### src/rtl/uart_report_sequencer_pkg.sv
// -----------------------------------------------------------------------------
// uart_report_pkg
// Shared definitions for the UART report sequencer:
//   - state_t : report FSM states
//   - ASCII byte constants used when formatting a report line
//   - pow10() : constant helper used to build the saturation limit
// Optional build macro affecting users of this package: REPORT_ZERO_SUPPRESS_EN
// -----------------------------------------------------------------------------
package uart_report_pkg;

  typedef enum logic [2:0] {
    IDLE,
    CONV,
    EMIT_DIG,
    EMIT_SEP,
    EMIT_TERM
  } state_t;

  localparam logic [7:0] ZERO  = 8'h30;
  localparam logic [7:0] SPACE = 8'h20;
  localparam logic [7:0] COMMA = 8'h2C;
  localparam logic [7:0] LF    = 8'h0A;
  localparam logic [7:0] CR    = 8'h0D;

  // 10^n as a 64-bit value; only ever evaluated at elaboration time
  function automatic logic [63:0] pow10(input int n);
    logic [63:0] r;
    r = 64'd1;
    for (int i = 0; i < n; i++) begin
      r = r * 64'd10;
    end
    return r;
  endfunction

endpackage

### src/rtl/uart_report_sequencer_if.sv
// -----------------------------------------------------------------------------
// uart_report_sequencer_if
// Byte stream from the report sequencer to the UART transmitter.
//   tx_data  : byte being offered
//   tx_valid : tx_data is valid, held with tx_data until accepted
//   tx_ready : transmitter accepts the byte this cycle
// Modports: master (sequencer side), slave (transmitter side).
// -----------------------------------------------------------------------------
interface uart_report_sequencer_if;

  logic [7:0] tx_data;
  logic       tx_valid;
  logic       tx_ready;

  modport master (output tx_data, output tx_valid, input tx_ready);
  modport slave  (input tx_data, input tx_valid, output tx_ready);

endinterface

### src/rtl/uart_report_sequencer_bin2bcd.sv
// -----------------------------------------------------------------------------
// bin2bcd_seq
// Sequential shift-and-add-3 binary to BCD converter, one bit per clock.
// Only the low DIGITS decimal digits are kept; higher digits fall off the top,
// which leaves the kept digits equal to the value modulo 10^DIGITS (callers
// that care about overflow check the binary value separately).
// Ports:
//   clk, rst : clock, asynchronous active-high reset
//   i_load   : capture i_bin and start a conversion (WIDTH cycles)
//   i_bin    : binary value to convert
//   o_done   : high when no conversion is running and o_bcd is final
//   o_bcd    : DIGITS packed BCD digits, digit 0 in bits [3:0]
// -----------------------------------------------------------------------------
module bin2bcd_seq #(
  parameter int WIDTH  = 16,
  parameter int DIGITS = 3
) (
  input  logic                  clk,
  input  logic                  rst,
  input  logic                  i_load,
  input  logic [WIDTH-1:0]      i_bin,
  output logic                  o_done,
  output logic [DIGITS*4-1:0]   o_bcd
);

  localparam int CW = $clog2(WIDTH + 1);

  logic [WIDTH-1:0]    r_bin;
  logic [DIGITS*4-1:0] r_bcd;
  logic [CW-1:0]       r_cnt;
  logic [DIGITS*4-1:0] w_adj;

  // Add 3 to every digit that is 5 or more so the following shift carries
  // correctly into the next decimal digit
  always_comb begin
    w_adj = r_bcd;
    for (int d = 0; d < DIGITS; d++) begin
      if (r_bcd[d*4 +: 4] >= 4'd5) begin
        w_adj[d*4 +: 4] = r_bcd[d*4 +: 4] + 4'd3;
      end
    end
  end

  // Load restarts a conversion; afterwards the binary register is shifted
  // into the BCD register one bit per cycle until the counter reaches zero
  always_ff @(posedge clk or posedge rst) begin
    if (rst) begin
      r_bin <= '0;
      r_bcd <= '0;
      r_cnt <= '0;
    end else if (i_load) begin
      r_bin <= i_bin;
      r_bcd <= '0;
      r_cnt <= CW'(WIDTH);
    end else if (r_cnt != '0) begin
      {r_bcd, r_bin} <= {w_adj[DIGITS*4-2:0], r_bin, 1'b0};
      r_cnt          <= r_cnt - CW'(1);
    end
  end

  assign o_done = (r_cnt == '0);
  assign o_bcd  = r_bcd;

endmodule

### src/rtl/uart_report_sequencer.sv
// -----------------------------------------------------------------------------
// uart_report_sequencer
// Samples NUM_CH channel values on a trigger (manual start or PERIOD tick) and
// streams them as one ASCII line, e.g. "123,045,007\n", to a UART transmitter.
// Values above 10^DIGITS-1 print as all nines and pulse o_sat.
// Build macro: REPORT_ZERO_SUPPRESS_EN - leading zeros print as spaces
// (the last digit is always numeric); field width is unchanged.
// Ports:
//   clk, rst      : clock, asynchronous active-high reset
//   i_ch_data     : NUM_CH packed channel values, ch0 in [WIDTH-1:0]
//   i_start       : one-cycle manual report trigger
//   i_period_en   : enables the automatic PERIOD trigger
//   tx_if         : byte stream to the transmitter (master modport)
//   o_busy        : frame in progress
//   o_sat         : one-cycle pulse, a channel value was clamped
//   o_missed      : one-cycle pulse, a trigger arrived while busy
// -----------------------------------------------------------------------------
module uart_report_sequencer
  import uart_report_pkg::*;
#(
  parameter int         WIDTH  = 16,
  parameter int         DIGITS = 3,
  parameter int         NUM_CH = 1,
  parameter int         PERIOD = 6000000,
  parameter logic [7:0] SEP    = COMMA,
  parameter logic [7:0] TERM   = LF
) (
  input  logic                      clk,
  input  logic                      rst,
  input  logic [NUM_CH*WIDTH-1:0]   i_ch_data,
  input  logic                      i_start,
  input  logic                      i_period_en,
  uart_report_sequencer_if.master   tx_if,
  output logic                      o_busy,
  output logic                      o_sat,
  output logic                      o_missed
);

  localparam int          PCW     = $clog2(PERIOD + 1);
  localparam int          DW      = (DIGITS > 1) ? $clog2(DIGITS) : 1;
  localparam int          CHW     = (NUM_CH > 1) ? $clog2(NUM_CH) : 1;
  localparam logic [63:0] SAT_MAX = pow10(DIGITS) - 64'd1;

  state_t                r_state;
  logic [PCW-1:0]        r_period_cnt;
  logic [NUM_CH*WIDTH-1:0] r_snap;
  logic [CHW-1:0]        r_ch;
  logic [DW-1:0]         r_dig;
  logic [DIGITS*4-1:0]   r_digits;
  logic [7:0]            r_tx_data;
  logic                  r_tx_valid;
  logic                  r_busy;
  logic                  r_sat;
  logic                  r_missed;

  logic                  w_tick;
  logic                  w_trigger;
  logic                  w_xfer;
  logic                  w_load;
  logic [WIDTH-1:0]      w_load_bin;
  logic [WIDTH-1:0]      w_cur_val;
  logic                  w_sat;
  logic                  w_conv_done;
  logic [DIGITS*4-1:0]   w_conv_bcd;
  logic [DIGITS*4-1:0]   w_bcd_fin;
  int                    w_next_idx;
  logic [7:0]            w_first_char;
  logic [7:0]            w_next_char;

  // ASCII for digit idx of a BCD field; with zero suppression a digit is
  // blank when it and every digit above it are zero, except the last digit
  function automatic logic [7:0] digit_char(input logic [DIGITS*4-1:0] bcd,
                                            input int idx);
    logic [3:0] d;
`ifdef REPORT_ZERO_SUPPRESS_EN
    logic       nz;
    nz = 1'b0;
    for (int k = 0; k < DIGITS; k++) begin
      if (k >= idx && bcd[k*4 +: 4] != 4'd0) nz = 1'b1;
    end
    d = bcd[idx*4 +: 4];
    if (!nz && idx != 0) return SPACE;
`else
    d = bcd[idx*4 +: 4];
`endif
    return ZERO + {4'd0, d};
  endfunction

  assign w_tick    = i_period_en && (r_period_cnt == PCW'(PERIOD - 1));
  assign w_trigger = i_start | w_tick;
  assign w_xfer    = r_tx_valid && tx_if.tx_ready;

  // A conversion starts either from IDLE (ch0 straight from the input, the
  // snapshot is captured on the same edge) or after a separator is accepted
  assign w_load = ((r_state == IDLE) && w_trigger) ||
                  ((r_state == EMIT_SEP) && w_xfer);

  always_comb begin
    w_load_bin = i_ch_data[WIDTH-1:0];
    w_cur_val  = r_snap[WIDTH-1:0];
    for (int c = 0; c < NUM_CH; c++) begin
      if (r_state != IDLE && c == int'(r_ch) + 1) w_load_bin = r_snap[c*WIDTH +: WIDTH];
      if (c == int'(r_ch)) w_cur_val = r_snap[c*WIDTH +: WIDTH];
    end
  end

  // Saturation is judged on the binary value since the converter only keeps
  // DIGITS digits
  always_comb begin
    w_sat        = 64'(w_cur_val) > SAT_MAX;
    w_bcd_fin    = w_sat ? {DIGITS{4'd9}} : w_conv_bcd;
    w_next_idx   = (r_dig == '0) ? 0 : int'(r_dig) - 1;
    w_first_char = digit_char(w_bcd_fin, DIGITS - 1);
    w_next_char  = digit_char(r_digits, w_next_idx);
  end

  // Free-running period counter, parked at zero while disabled
  always_ff @(posedge clk or posedge rst) begin
    if (rst) begin
      r_period_cnt <= '0;
    end else if (!i_period_en || w_tick) begin
      r_period_cnt <= '0;
    end else begin
      r_period_cnt <= r_period_cnt + PCW'(1);
    end
  end

  // Report FSM; all outputs are registered so tx_valid never follows
  // tx_ready combinationally and tx_data only changes on a transfer
  always_ff @(posedge clk or posedge rst) begin
    if (rst) begin
      r_state    <= IDLE;
      r_snap     <= '0;
      r_ch       <= '0;
      r_dig      <= '0;
      r_digits   <= '0;
      r_tx_data  <= '0;
      r_tx_valid <= 1'b0;
      r_busy     <= 1'b0;
      r_sat      <= 1'b0;
      r_missed   <= 1'b0;
    end else begin
      r_sat    <= 1'b0;
      r_missed <= w_trigger && (r_state != IDLE);
      case (r_state)
        IDLE: begin
          if (w_trigger) begin
            r_snap  <= i_ch_data;
            r_ch    <= '0;
            r_busy  <= 1'b1;
            r_state <= CONV;
          end
        end
        CONV: begin
          if (w_conv_done) begin
            r_digits   <= w_bcd_fin;
            r_sat      <= w_sat;
            r_dig      <= DW'(DIGITS - 1);
            r_tx_data  <= w_first_char;
            r_tx_valid <= 1'b1;
            r_state    <= EMIT_DIG;
          end
        end
        EMIT_DIG: begin
          if (w_xfer) begin
            if (r_dig != '0) begin
              r_dig     <= r_dig - DW'(1);
              r_tx_data <= w_next_char;
            end else if (int'(r_ch) < NUM_CH - 1) begin
              r_tx_data <= SEP;
              r_state   <= EMIT_SEP;
            end else begin
              r_tx_data <= TERM;
              r_state   <= EMIT_TERM;
            end
          end
        end
        EMIT_SEP: begin
          if (w_xfer) begin
            r_ch       <= r_ch + CHW'(1);
            r_tx_valid <= 1'b0;
            r_state    <= CONV;
          end
        end
        EMIT_TERM: begin
          if (w_xfer) begin
            r_tx_valid <= 1'b0;
            r_busy     <= 1'b0;
            r_state    <= IDLE;
          end
        end
        default: r_state <= IDLE;
      endcase
    end
  end

  bin2bcd_seq #(
    .WIDTH  (WIDTH),
    .DIGITS (DIGITS)
  ) u_bin2bcd (
    .clk    (clk),
    .rst    (rst),
    .i_load (w_load),
    .i_bin  (w_load_bin),
    .o_done (w_conv_done),
    .o_bcd  (w_conv_bcd)
  );

  assign tx_if.tx_data  = r_tx_data;
  assign tx_if.tx_valid = r_tx_valid;
  assign o_busy         = r_busy;
  assign o_sat          = r_sat;
  assign o_missed       = r_missed;

endmodule

### src/flat_wrapper.sv
// flat-port wrapper written by rule: the top's interface ports become plain ports
module uart_report_sequencer_flat import uart_report_pkg::*;
#(
  parameter int         WIDTH  = 16,
  parameter int         DIGITS = 3,
  parameter int         NUM_CH = 1,
  parameter int         PERIOD = 6000000,
  parameter logic [7:0] SEP    = COMMA,
  parameter logic [7:0] TERM   = LF
)
  (clk, rst, i_ch_data, i_start, i_period_en, o_busy, o_sat, o_missed, tx_if_tx_data, tx_if_tx_valid, tx_if_tx_ready);
  uart_report_sequencer_if tx_if_i ();
  input  logic clk;
  input  logic rst;
  input  logic [NUM_CH*WIDTH-1:0] i_ch_data;
  input  logic i_start;
  input  logic i_period_en;
  output logic o_busy;
  output logic o_sat;
  output logic o_missed;
  output wire logic [$bits(tx_if_i.tx_data)-1:0] tx_if_tx_data;
  output wire logic [$bits(tx_if_i.tx_valid)-1:0] tx_if_tx_valid;
  input wire logic [$bits(tx_if_i.tx_ready)-1:0] tx_if_tx_ready;
  assign tx_if_tx_data = tx_if_i.tx_data;
  assign tx_if_tx_valid = tx_if_i.tx_valid;
  assign tx_if_i.tx_ready = tx_if_tx_ready;
  uart_report_sequencer #(.WIDTH(WIDTH), .DIGITS(DIGITS), .NUM_CH(NUM_CH), .PERIOD(PERIOD), .SEP(SEP), .TERM(TERM)) u_core (.clk(clk), .rst(rst), .i_ch_data(i_ch_data), .i_start(i_start), .i_period_en(i_period_en), .tx_if(tx_if_i), .o_busy(o_busy), .o_sat(o_sat), .o_missed(o_missed));
endmodule
### config.mk
export PLATFORM = sky130hd
export DESIGN_NAME = uart_report_sequencer_flat
export DESIGN_NICKNAME = d
export VERILOG_FILES = /design/src/rtl/uart_report_sequencer_pkg.sv /design/src/rtl/uart_report_sequencer_if.sv /design/src/rtl/uart_report_sequencer_bin2bcd.sv /design/src/rtl/uart_report_sequencer.sv /design/src/flat_wrapper.sv
export SDC_FILE = /design/constraint.sdc
export NUM_CORES = 1
export LEC_CHECK = 0
export ABC_CLOCK_PERIOD_IN_PS = 2600
export BUFFER_PORTS_ARGS = -buffer_cell sky130_fd_sc_hd__buf_2
export CAP_MARGIN = 30
export CORE_MARGIN = 2
export CORE_UTILIZATION = 35
export DETAILED_ROUTE_END_ITERATION = 10
export PLACE_DENSITY = 0.57
export SYNTH_ARGS = -nofsm -noshare
export SYNTH_HDL_FRONTEND = slang
export SYNTH_SLANG_ARGS = --single-unit
export TNS_END_PERCENT = 1
### constraint.sdc
create_clock -name clk -period 2.6 [get_ports clk]
set_clock_uncertainty 0.05 [all_clocks]
set_input_delay 0.26 -clock clk [delete_from_list [all_inputs] [get_ports clk]]
set_output_delay 0.26 -clock clk [all_outputs]
set_load 0.05 [all_outputs]
Yosys cells after proc, flatten, opt, wreduce, memory -nomap -nowiden
Index checks and enable logic that the tools add are counted.
{ "totals": {"in_bits": 21, "wordCells": 112, "regBits": 102, "output_inout_bits": 12} }
{ "op_classes": {"order_cmp": 4, "mux": 38, "eq_ne": 13, "n_shift": 1, "n_addsub": 11, "n_reduce_logical": 30, "bitwise": 1} }
{ "op_table": {"columns": ["operator", "count"], "rows": [
  ["16-bit 2-to-1 mux", 3],
  ["12-bit 2-to-1 mux", 3],
  ["32-bit logical NOT", 1],
  ["12-bit by 32-bit indexed part select with 4-bit output", 1],
  ["30-bit 2-to-1 mux", 1],
  ["8-bit 2-to-1 mux", 3],
  ["23-bit by 1-bit adder with 23-bit output (second input constant)", 1],
  ["23-bit equality test (second input constant)", 1],
  ["23-bit 2-to-1 mux", 1],
  ["3-bit 2-to-1 mux", 7],
  ["16-bit by 10-bit > comparator with 1-bit output (second input constant)", 1],
  ["8-bit one-hot mux with 2 select lines", 1],
  ["3-bit one-hot mux with 5 select lines", 1],
  ["6-bit by 4-bit adder with 7-bit output (first input constant)", 2],
  ["4-bit by 3-bit >= comparator with 1-bit output (second input constant)", 3],
  ["2-bit by 1-bit inequality test with 1-bit output (second input constant)", 6],
  ["3-bit AND reduction", 4],
  ["2-bit nonzero test", 6],
  ["5-bit 2-to-1 mux", 2],
  ["4-bit by 2-bit adder with 4-bit output (second input constant)", 2],
  ["4-bit 2-to-1 mux", 2],
  ["1-bit 2-to-1 mux", 7],
  ["3-bit by 2-bit equality test with 1-bit output (second input constant)", 2],
  ["1-bit logical AND", 6],
  ["24 further kinds", 31]
]} }

Depth between registers and ports, before layout
{ "logic_depth": {"depth_word": 7, "ltp_mapped": 9, "ltp_nobuf": 7} }

By module
From an unflattened synthesis, not the netlist that was laid out.
{ "unflattened": {"cells_unflattened": 619, "hier_area_um2": 5501.5} }
{ "by_module_without_submodules": {"columns": ["mod", "seq_area_each_um2", "area_per_inst_um2", "instances", "cells_per_inst"], "rows": [
  ["uart_report_sequencer", 1551.5, 3638.5, 1, 427],
  ["bin2bcd_seq", 825.8, 1863.0, 1, 192]
]} }

Worst setup path before layout
No wires, ideal clock.
{ "synth_timing": {"path_kind": "register to register", "start": "register u_core.u_bin2bcd.r_cnt[0]", "end": "register u_core.r_tx_data[0] (netlist: u_core.tx_if.tx_data[0])", "path_slack_ps": 521, "n_path_buf": 1, "stages_incl_launch_ff": 8, "t_arrival_ps": 1904, "path_cell_list": "dfrtp_1 inv_1 ha_1 or4b_4 nor3_4 a21oi_2 buf_6 mux2_4"} }
{ "synth_between": {"elab_chain_len": 3} }
{ "synth_rtl": {"columns": ["item", "line", "source"], "rows": [
  ["from (decl)", "uart_report_sequencer_bin2bcd.sv:30", "logic [CW-1:0] r_cnt;"],
  ["from (signal assigned)", "uart_report_sequencer_bin2bcd.sv:54", "r_cnt <= CW'(WIDTH);"],
  ["from (signal assigned)", "uart_report_sequencer_bin2bcd.sv:57", "r_cnt <= r_cnt - CW'(1);"],
  ["5-bit logical NOT", "uart_report_sequencer_bin2bcd.sv:61", "assign o_done = (r_cnt == '0);"],
  ["2-bit inequality test (no source line)", null, null],
  ["3-bit AND reduction (no source line)", null, null],
  ["to (signal assigned)", "uart_report_sequencer.sv:159", "r_tx_data <= w_first_char;"],
  ["to (signal assigned)", "uart_report_sequencer.sv:168", "r_tx_data <= w_next_char;"],
  ["to (decl)", "uart_report_sequencer.sv:50", "logic [7:0] r_tx_data;"]
]} }
Every way passes these cells.
A chain may end at the register's enable or synchronous reset.

Worst setup path in the final report
{ "layout_timing": {"start": "register u_core.r_period_cnt[0]", "end": "register u_core.u_bin2bcd.r_bin[14]"} }
{ "layout_between": {"elab_chain_len": 6, "elab_cells_between_ends": 7} }
{ "layout_rtl": {"columns": ["item", "line", "source"], "rows": [
  ["from (decl)", "uart_report_sequencer.sv:45", "logic [PCW-1:0] r_period_cnt;"],
  ["from (signal assigned)", "uart_report_sequencer.sv:124", "r_period_cnt <= r_period_cnt + PCW'(1);"],
  ["23-bit equality test (*)", "uart_report_sequencer.sv:89", "assign w_tick = i_period_en && (r_period_cnt == PCW'(PERIOD - 1));"],
  ["1-bit logical AND (*)", "uart_report_sequencer.sv:89", null],
  ["1-bit OR (*)", "uart_report_sequencer.sv:90", "assign w_trigger = i_start | w_tick;"],
  ["1-bit logical AND (*)", "uart_report_sequencer.sv:95", "assign w_load = ((r_state == IDLE) && w_trigger) ||"],
  ["1-bit logical OR (*)", "uart_report_sequencer.sv:95", null],
  ["16-bit 2-to-1 mux or 2-bit nonzero test (tied branches)", null, null],
  ["to (signal assigned)", "uart_report_sequencer_bin2bcd.sv:52", "r_bin <= i_bin;"],
  ["to (signal assigned)", "uart_report_sequencer_bin2bcd.sv:56", "{r_bcd, r_bin} <= {w_adj[DIGITS*4-2:0], r_bin, 1'b0};"],
  ["to (decl)", "uart_report_sequencer_bin2bcd.sv:28", "logic [WIDTH-1:0] r_bin;"]
]} }
Every way passes the cells marked *; elsewhere a longest branch is shown, timed or not.

==> flow_summary.json <==
{
  "wl_um": 9250,
  "fill_cells": 1330,
  "ff_latch_area_sq_mm": 0.00238,
  "yosysUniqueCellTypes": 51,
  "netSwitchingFraction_pct": 33.8,
  "dp_cells": 665,
  "seq_power_share_pct": 39.2,
  "met2_usage_pct": 20.9,
  "startpoint_type": "flip-flop",
  "met1_usage_pct": 19.6,
  "final.period_utilization_pct": 86.5,
  "numCtsBuffers": 9,
  "crit_required_ns": 2.77,
  "peakVddDrop_mv": 0.451,
  "finalNonFillerCells": 682,
  "fin_ws_ns": 0.351,
  "finalSetupTns_ns": 0,
  "grt_pass1_wl_um": 16200,
  "crit_slowest_cell": "dfrtp_1",
  "rows": 42,
  "netlist_area_sq_mm": 0.00475,
  "clock-root-buffer": "clkbuf_16",
  "dieHeight_um": 121,
  "leakage_nw": 2.49,
  "dieArea_sq_mm": 0.0145,
  "place_congestion": 0.747,
  "cp_max_fo": 33,
  "design_area_sq_mm": 0.00549,
  "pwr-share-clk_pct": 26.9,
  "crit_family": "simple AND/OR/NAND/NOR gates",
  "cts_tree": "built",
  "fmax_ghz": 0.445,
  "syn-instance-count": 469,
  "routedWlPerCell_um": 13.6,
  "drtPass1Iterations": 5,
  "htreeDepth": 3,
  "syn2layout_area_growth_pct": 15.5,
  "netSwitchingPower_mw": 2.05,
  "diodes": 0,
  "initial_utilization_pct": 35.9,
  "synthArstFlopShare_pct": 100,
  "status": "finished, final reports clean",
  "finalSetupViolCount": 0,
  "utilization_pct": 41.5,
  "postRouteAntennaNets": 0,
  "hold_ws_ns": 0.109,
  "max-cap-violations": 0,
  "criticalPathCategory": "reg2reg",
  "crit_buf_inv": 1,
  "drive_gt1_share_pct": 18.4,
  "synth_top_cell_area_share_pct": 50.0,
  "antenna_found_initial": 0,
  "synth_area_per_cell_sq_um": 10.1,
  "grt_max_degree": 59,
  "min_period_ns": 2.25,
  "path_clk_slew_ns": 0.07,
  "clk_latency_ns": 0.33,
  "cp_slowest_stage_delay_ns": 0.39,
  "p_int_mw": 4.02,
  "grt.busiest_layer": "met2",
  "core_sq_mm": 0.0132,
  "cts_sinks": 95,
  "crit_path_end_kind": "flip-flop",
  "crit_arrival_ns": 2.42,
  "port_buffers": 30,
  "tightest_slew_ns": 0.728,
  "post_cts_buffers": 0,
  "drtIter0Drc": 217,
  "dp_hpwl_um": 6430,
  "hold_viol_final": 0,
  "multi_input_area_sq_mm": 0.00219,
  "yosys_warnings": 0,
  "yosysTopAreaCell": "dfrtp_1",
  "finalPower_mw": 6.07,
  "ys_seq_elements": 95,
  "power_density_mw_per_mm2": 1110,
  "die_x_um": 121,
  "clockBufferDepth": 2,
  "final_common_cell": "dfrtp_1",
  "layout_common_cells": "dfrtp_1, nand2_1, nor2_1",
  "p_comb_share_pct": 33.9,
  "hold_class": "in2reg",
  "synth_edf_count": 0,
  "grt_usage_pct": 13.8,
  "maxSlewHeadroom_pct": 51.1,
  "grt_pass1_vias": 3340,
  "post_dp_cell_area_sq_mm": 0.00510,
  "synth_ff_type": "dfrtp_1",
  "overflow": 0,
  "drv_slew": 0,
  "dpl_worst_slack_ns": 0.345,
  "rsz0062_at_grt": "no",
  "route.vias.total": 3348,
  "drc_errors": 0,
  "num_io_pins": 33,
  "nNetsFinal": 534,
  "crit_chain": "ha_1 -> nand3_1 -> nor4_1 -> a41o_1 -> a22o_1 -> buf_12 -> mux2_2",
  "ys_seq_area_share_pct": 50.0,
  "use_met3_pct": 3.02,
  "post_drt_via_cell_ratio": 4.91,
  "ys_top_cells_by_area": "dfrtp_1, nand2_1, mux2_2, nor2_1, mux2_4"
}
-- final timing paths --
| kind | from | end | slack (ns) | cells after the start |
|---|---|---|---|---|
| worst max-delay path | u_core.r_period_cnt[0] | u_core.u_bin2bcd.r_bin[14] | 0.35 | 7 |
| worst min-delay path | i_ch_data[1] | u_core.u_bin2bcd.r_bin[1] | 0.11 | 2 |
| worst max register to register | u_core.r_period_cnt[0] | u_core.u_bin2bcd.r_bin[14] | 0.35 | 7 |
| worst min register to register | u_core.tx_if.tx_data[1] | u_core.tx_if.tx_data[1] | 0.43 | 2 |
| max in group asynchronous | rst | u_core.tx_if.tx_valid | 1.57 | 4 |
| min in group asynchronous | rst | u_core.r_snap[11] | 0.51 | 4 |
-- layer usage --
| layer | vias to the layer above | share of wire [%] | wire length (um) |
|---|---|---|---|
| li1 | 1658 | - | - |
| met1 | 1623 | 51 | 4720 |
| met2 | 60 | 44 | 4040 |
| met3 | 7 | 4.1 | 375 |
| met4 | 0 | 1.2 | 112 |
| met5 | - | 0 | 0 |
-- sequential cells by signal (all words and copies together), names as in the netlist, 2 cells and up --
| register | count |
|---|---|
| u_core.u_bin2bcd.o_bcd | 12 |
| u_core.r_dig | 2 |
| u_core.r_period_cnt | 23 |
| u_core.r_state | 3 |
| u_core.tx_if.tx_data | 5 |
| u_core.u_bin2bcd.r_bin | 16 |
| u_core.r_snap | 13 |
| u_core.r_digits | 12 |
| u_core.u_bin2bcd.r_cnt | 5 |
-- power groups by stage --
stage	Sequential (mW)	Combinational (mW)	Clock (mW)
finish	2.38	2.06	1.63
global route	2.46	2.31	1.75
CTS	2.38	2.09	1.68
detailed placement	2.41	2.08	0
global placement	2.39	2.02	0
floorplan	2.44	1.60	0
-- final cells by class --
type                    instances  share of cell area (%)
multi-input cells             339                    39.9
inverters                      15                    1.09
clock buffers                  11                    4.60
clock inverters                 5                    2.32
flip-flops and latches         95                    43.3
well taps                     176                    4.01
repair buffers                 41                    4.74
-- kinds of logic (layout without fill, tap and decap cells) --
group / Yosys count / after routing / share of synthesized area, %
AO/OA/AOI/OAI: 64 / 64 / 8.77
XOR/XNOR: 26 / 26 / 4.79
adder cells (fa/ha/maj): 12 / 12 / 3.16
buffers and inverters: 36 / 72 / 4.13
flip-flops: 95 / 95 / 50.0
multiplexers: 37 / 37 / 9.42
other: 1 / 2 / 0.0789
AND/OR/NAND/NOR: 198 / 198 / 19.6
-- cells in the mapped netlist, types with 2 or more instances --
master / n
nand4_1: 7
mux2i_1: 8
xor2_1: 13
and2_1: 5
nor3_4: 2
clkbuf_1: 6
inv_1: 15
nand2b_1: 6
nor2b_1: 3
nor2_1: 45
ha_1: 12
a211oi_1: 5
nand3_1: 13
buf_4: 7
nand2_1: 85
nor3b_1: 3
buf_2: 4
a21oi_1: 23
o21ai_0: 15
nor4_1: 6
o22a_1: 3
xnor2_1: 13
and3_1: 6
nor3_1: 9
mux2_2: 17
buf_6: 4
or3_1: 2
a22o_1: 4
o31ai_1: 2
dfrtp_1: 95
mux2_4: 11
-- what timing repair did --
item	in CTS	in global routing
endpoints found under the hold margin	58	0
hold buffers	1	0
gates resized for setup	0	0
Power figures use the tool's default switching activity.
